===== src/rtl/fsm_ascon_ctrl.sv =====
// fsm_ascon_ctrl: ASCON-128a round sequencer (init, AD, PT, finalisation), one round per cycle
// Ports: clock_i/reset_i (async, active-high); start_i begins a message from IDLE;
// data_valid_i/data_ready_o block handshake; en_state_o, input_mod_o, round_o and en_xor_*_o
// steer the round datapath; en_cipher_o/en_tag_o capture outputs; cipher_valid_o/tag_valid_o
// flag them; busy_o is high outside IDLE.
module fsm_ascon_ctrl #(
  parameter int NB_AD_BLOCKS = 1,
  parameter int NB_PT_BLOCKS = 3
) (
  input  logic       clock_i,
  input  logic       reset_i,
  input  logic       start_i,
  input  logic       data_valid_i,
  output logic       data_ready_o,
  output logic       en_state_o,
  output logic       input_mod_o,
  output logic [3:0] round_o,
  output logic       en_xor_data_o,
  output logic       en_xor_begin_key_o,
  output logic       en_xor_lsb_o,
  output logic       en_xor_end_key_o,
  output logic       en_cipher_o,
  output logic       en_tag_o,
  output logic       cipher_valid_o,
  output logic       tag_valid_o,
  output logic       busy_o
);
  typedef enum logic [2:0] {IDLE, INIT, WAIT_AD, AD, WAIT_PT, PT, FINAL, TAG} state_t;
  localparam logic [3:0] AD_LAST = 4'(NB_AD_BLOCKS - 1);
  localparam logic [3:0] PT_LAST = 4'(NB_PT_BLOCKS - 1);
  state_t state, state_n;
  logic [3:0] rnd_cnt, rnd_n, blk_cnt, blk_n;
  logic last_rnd, fin_blk;
  assign last_rnd = rnd_cnt == 4'd11;
  assign fin_blk = blk_cnt == PT_LAST;
  always_ff @(posedge clock_i or posedge reset_i) begin
    if (reset_i) begin
      state <= IDLE;
      rnd_cnt <= '0;
      blk_cnt <= '0;
      cipher_valid_o <= 1'b0;
    end else begin
      state <= state_n;
      rnd_cnt <= rnd_n;
      blk_cnt <= blk_n;
      cipher_valid_o <= en_cipher_o;
    end
  end
  always_comb begin
    state_n = state;
    rnd_n = rnd_cnt;
    blk_n = blk_cnt;
    data_ready_o = 1'b0;
    en_state_o = 1'b0;
    input_mod_o = 1'b0;
    round_o = rnd_cnt;
    en_xor_data_o = 1'b0;
    en_xor_begin_key_o = 1'b0;
    en_xor_lsb_o = 1'b0;
    en_xor_end_key_o = 1'b0;
    en_cipher_o = 1'b0;
    en_tag_o = 1'b0;
    tag_valid_o = 1'b0;
    busy_o = state != IDLE;
    case (state)
      IDLE: begin
        round_o = '0;
        if (start_i) begin
          state_n = INIT;
          rnd_n = '0;
          blk_n = '0;
        end
      end
      INIT: begin
        en_state_o = 1'b1;
        input_mod_o = rnd_cnt != 4'd0;
        rnd_n = last_rnd ? 4'd0 : rnd_cnt + 4'd1;
        if (last_rnd) begin
          en_xor_end_key_o = 1'b1;
          en_xor_lsb_o = NB_AD_BLOCKS == 0;
          state_n = NB_AD_BLOCKS == 0 ? WAIT_PT : WAIT_AD;
        end
      end
      WAIT_AD: begin
        data_ready_o = 1'b1;
        input_mod_o = 1'b1;
        round_o = 4'd4;
        if (data_valid_i) begin
          en_state_o = 1'b1;
          en_xor_data_o = 1'b1;
          state_n = AD;
          rnd_n = 4'd5;
        end
      end
      AD: begin
        en_state_o = 1'b1;
        input_mod_o = 1'b1;
        rnd_n = last_rnd ? 4'd0 : rnd_cnt + 4'd1;
        if (last_rnd) begin
          en_xor_lsb_o = blk_cnt == AD_LAST;
          blk_n = blk_cnt == AD_LAST ? 4'd0 : blk_cnt + 4'd1;
          state_n = blk_cnt == AD_LAST ? WAIT_PT : WAIT_AD;
        end
      end
      WAIT_PT: begin
        data_ready_o = 1'b1;
        input_mod_o = 1'b1;
        // the final block skips straight into the 12-round finalisation
        round_o = fin_blk ? 4'd0 : 4'd4;
        if (data_valid_i) begin
          en_state_o = 1'b1;
          en_xor_data_o = 1'b1;
          en_cipher_o = 1'b1;
          en_xor_begin_key_o = fin_blk;
          state_n = fin_blk ? FINAL : PT;
          rnd_n = fin_blk ? 4'd1 : 4'd5;
        end
      end
      PT: begin
        en_state_o = 1'b1;
        input_mod_o = 1'b1;
        rnd_n = last_rnd ? 4'd0 : rnd_cnt + 4'd1;
        if (last_rnd) begin
          blk_n = blk_cnt + 4'd1;
          state_n = WAIT_PT;
        end
      end
      FINAL: begin
        en_state_o = 1'b1;
        input_mod_o = 1'b1;
        rnd_n = last_rnd ? 4'd0 : rnd_cnt + 4'd1;
        if (last_rnd) begin
          en_xor_end_key_o = 1'b1;
          en_tag_o = 1'b1;
          blk_n = '0;
          state_n = TAG;
        end
      end
      TAG: begin
        tag_valid_o = 1'b1;
        state_n = IDLE;
      end
      default: state_n = IDLE;
    endcase
  end
endmodule


===== config.mk =====
export PLATFORM = sky130hd
export DESIGN_NAME = fsm_ascon_ctrl
export DESIGN_NICKNAME = d
export VERILOG_FILES = /design/src/rtl/fsm_ascon_ctrl.sv
export SDC_FILE = /design/constraint.sdc
export NUM_CORES = 1
export LEC_CHECK = 0
export BUFFER_PORTS_ARGS = -buffer_cell sky130_fd_sc_hd__buf_2
export CAP_MARGIN = 10
export CELL_PAD_IN_SITES_DETAIL_PLACEMENT = 0
export CELL_PAD_IN_SITES_GLOBAL_PLACEMENT = 2
export CORE_MARGIN = 8
export CORE_UTILIZATION = 28
export CTS_BUF_LIST = sky130_fd_sc_hd__clkbuf_16
export CTS_CLUSTER_DIAMETER = 150
export DETAILED_ROUTE_END_ITERATION = 6
export GPL_TIMING_DRIVEN = 1
export PLACE_DENSITY = 0.85
export SLEW_MARGIN = 20
export SYNTH_ARGS = -nofsm -noshare
export SYNTH_HDL_FRONTEND = slang
export SYNTH_SLANG_ARGS = --single-unit

===== constraint.sdc =====
create_clock -name clock_i -period 1.6 [get_ports clock_i]
set_input_delay 0.32 -clock clock_i [delete_from_list [all_inputs] [get_ports clock_i]]
set_output_delay 0.32 -clock clock_i [all_outputs]
set_load 0.02 [all_outputs]

==> run metrics <==
first-pass GRT wire length=5871 microns; pwr dens=2123 nW/um^2; VDD IR max=1.188 mV; P&R area growth vs syn=110.6%; layout cells sized above 1=70.21%; fillers=271; clk buf depth=2; DR vias/cell=4.944; most frequent cell after synthesis=nor2_1; ant diodes=0; Placer Congestion=0.7857; DRT iter0 DRCs=65; Port Buffer Count=19; routed wire length=3790 microns; die extent in x=75.27 microns; total CTS buffers=3; Data required, critical path=1280 ps; Max-slew headroom=64.85%; dpl cells=196; DRC=0; Synth top area share=30.53%; H-tree levels=1; Final period util=127.3%; status=complete, but fails checks; Synth top cells by count=nor2_1 (14), dfrtp_1 (12), inv_1 (8), a21oi_1 (6), nand2_1 (6); largest family of logic cells by synthesized area=simple AND/OR/NAND/NOR gates; worst-margin pin slew=526.7 ps; Total Routing Usage GR=13.68%; failing checks=setup timing; CP Max Fanout=2; Root Buffer=clkbuf_16; share of the yosys chip area belonging to registers=30.53%; FFs w/ async S/R, synth=100.0%; Final Max Tran Viols=0; Synth Flop Type=dfrtp_1; Clock Sinks=12; Unique masters post-synth=47; HPWL Detailed=2154 microns; compound-cell area share of the yosys netlist=23.66%; cells after synthesis=114; CP Capture Type=primary output; gr ovfl total=0; Max Clk Rate=490.9 MHz; PnR worst setup slack=-437.0 ps; cell taking the most area after synthesis=dfrtp_1; critical path arrival=1720 ps; setup TNS=-3199 ps; Post-Synth Simple-Gate Area=25.83%; post-route ant nets=0; RSZ-0062 raised after global routing=yes; final setup fails=24; vias in the first global route=1231; ranking of synthesized cells by area=dfrtp_1 (31%), ha_1 (6.4%), nor2_1 (5.3%); Die Y=75.27 microns; Worst-Skew Late Latency=240 ps; critical path type=flip-flop to primary output; cell area after synthesis=983.4 sq um; EDFF count, synth=0; core box area=3363 sq um; R2R cell count=9; Final nets=198; Leak=0.9320 nW; Layout Cells excl Fill=234; Via Count=1157; full die area=5665 sq um; number of primary I/O pins=20; mux contribution to synthesized area=3.562%; syn nets=123; synthesized flop and latch total=12; Fin. Hold Viols=0; Initial Util=29.24%; CTS clock-pin slew for the worst setup and hold paths=50 ps; initial antenna violation count=0; Syn Area/Cell=8.627 sq um; WL per Instance=16.20 microns; Rows=21; 1st-pass router iterations=4; Max Cap Viol=0; Hold WC Path Type=input port to asynchronous set/reset pin; Synth Area in XOR/XNOR=2.545%; TritonCTS clock tree=yes; synth warn=0; clk_skew=1.295 ps; largest net degree at the start of global routing=13; min cycle time layout=2037 ps; Post-Synth Adder-Cell Area=6.361%; Setup crit start kind=flip-flop
==> flip-flops by register name, indices dropped and copies added, names as in the netlist <==
register,count
cipher_valid_o,1
rnd_cnt,4
blk_cnt,4
state,3
==> power breakdown <==
part / internal, mW / leakage [nW] / total [mW] / switching, mW
sequential: 0.433 / 0.146 / 0.601 / 0.168
clock: 0.330 / 0.0385 / 0.472 / 0.142
combinational: 1.80 / 0.747 / 3.32 / 1.52
==> stage by stage <==
| stage | power, mW | area [sq um] | hold WS [ps] | worst slack, ps | util (%) |
|---|---|---|---|---|---|
| floorplan | 1.802 | 1036 | 184.7 | -57.97 | - |
| global placement | 2.435 | 1334 | 371.5 | -134.7 | 39.66 |
| detailed placement | 2.469 | 1334 | 385.0 | -172.0 | 39.66 |
| CTS | 3.842 | 1852 | 127.5 | -372.0 | 55.06 |
| global route | 4.666 | 2071 | 159.8 | -487.5 | 61.57 |
| finish | 4.397 | 2071 | 108.5 | -437.0 | 61.57 |
==> routing by layer <==
metal  share of wire, %  track usage [%]  wire length, microns  vias to the layer above
met5                  0                0                     0                        -
met2                 56            26.10                  2140                       17
met1                 38            14.07                  1458                      577
met3                3.7            3.462                   139                        7
li1                   -                -                     -                      556
met4                1.4            4.264                    52                        0
==> path summary, 6_finish.rpt <==
path                              start            endpoint  slack (ps)
max                          blk_cnt[0]  en_xor_begin_key_o        -440
min                             reset_i          rnd_cnt[3]         110
max reg2reg                  blk_cnt[0]            state[0]        -380
min reg2reg                  rnd_cnt[2]          rnd_cnt[2]         600
max in group asynchronous       reset_i            state[2]        1110
min in group clock_i       data_valid_i      cipher_valid_o         590
==> logic make-up (layout without fill, tap and decap cells) <==
logic type | count (synthesis) | count (layout)
adders and majority gates | 5 | 5
and+or+nand+nor | 47 | 47
xor gates and xnor gates | 2 | 2
AOI/OAI and AO/OA | 30 | 30
DFF | 12 | 12
buffers and inverters | 15 | 89
muxes | 3 | 3
==> worst max-delay path, cell delays in order (launching register included) <==
cell and delay [ps]:
dfrtp_1 390, inv_2 90, ha_4 130, or3b_4 390
buf_6 140, nor4_4 150, buf_4 190
==> final cells by class <==
class / instances / area [sq um] / share of cell area, %
multi-input combinational: 87 / 897.1 / 43.32
sequential: 12 / 304.0 / 14.68
timing repair buffer: 76 / 694.4 / 33.53
inverter: 9 / 38.79 / 1.873
tap: 46 / 57.56 / 2.779
clock buffer: 3 / 75.07 / 3.625
clock inverter: 1 / 3.754 / 0.1813
==> cells in the final DEF (no fill, tap or decap), drive strengths merged, types with 2 or more instances in the layout <==
cell type / netlist / routed
a211oi: 2 / 2
a21oi: 6 / 6
a311oi: 2 / 2
and3: 2 / 2
buf: 5 / 76
clkbuf: 1 / 3
dfrtp: 12 / 12
ha: 5 / 5
inv: 9 / 9
mux2i: 2 / 2
nand2: 7 / 7
nand2b: 4 / 4
nand3: 2 / 2
nand3b: 2 / 2
nor2: 15 / 15
nor2b: 3 / 3
nor3: 3 / 3
o21ai: 5 / 5
o22a: 2 / 2
o22ai: 3 / 3
o2bb2ai: 4 / 4
or2: 2 / 2
xnor2: 2 / 2
==> repair_timing <==
item                                    in CTS  in global routing
buffers inserted                            18                 17
cloned                                       1                  0
hold buffers                                 0                  0
pin swaps                                   17                 12
gates resized for setup                     65                 25
endpoints found under the setup margin      19                 25
No activity file was read; power rests on OpenSTA's default activity.
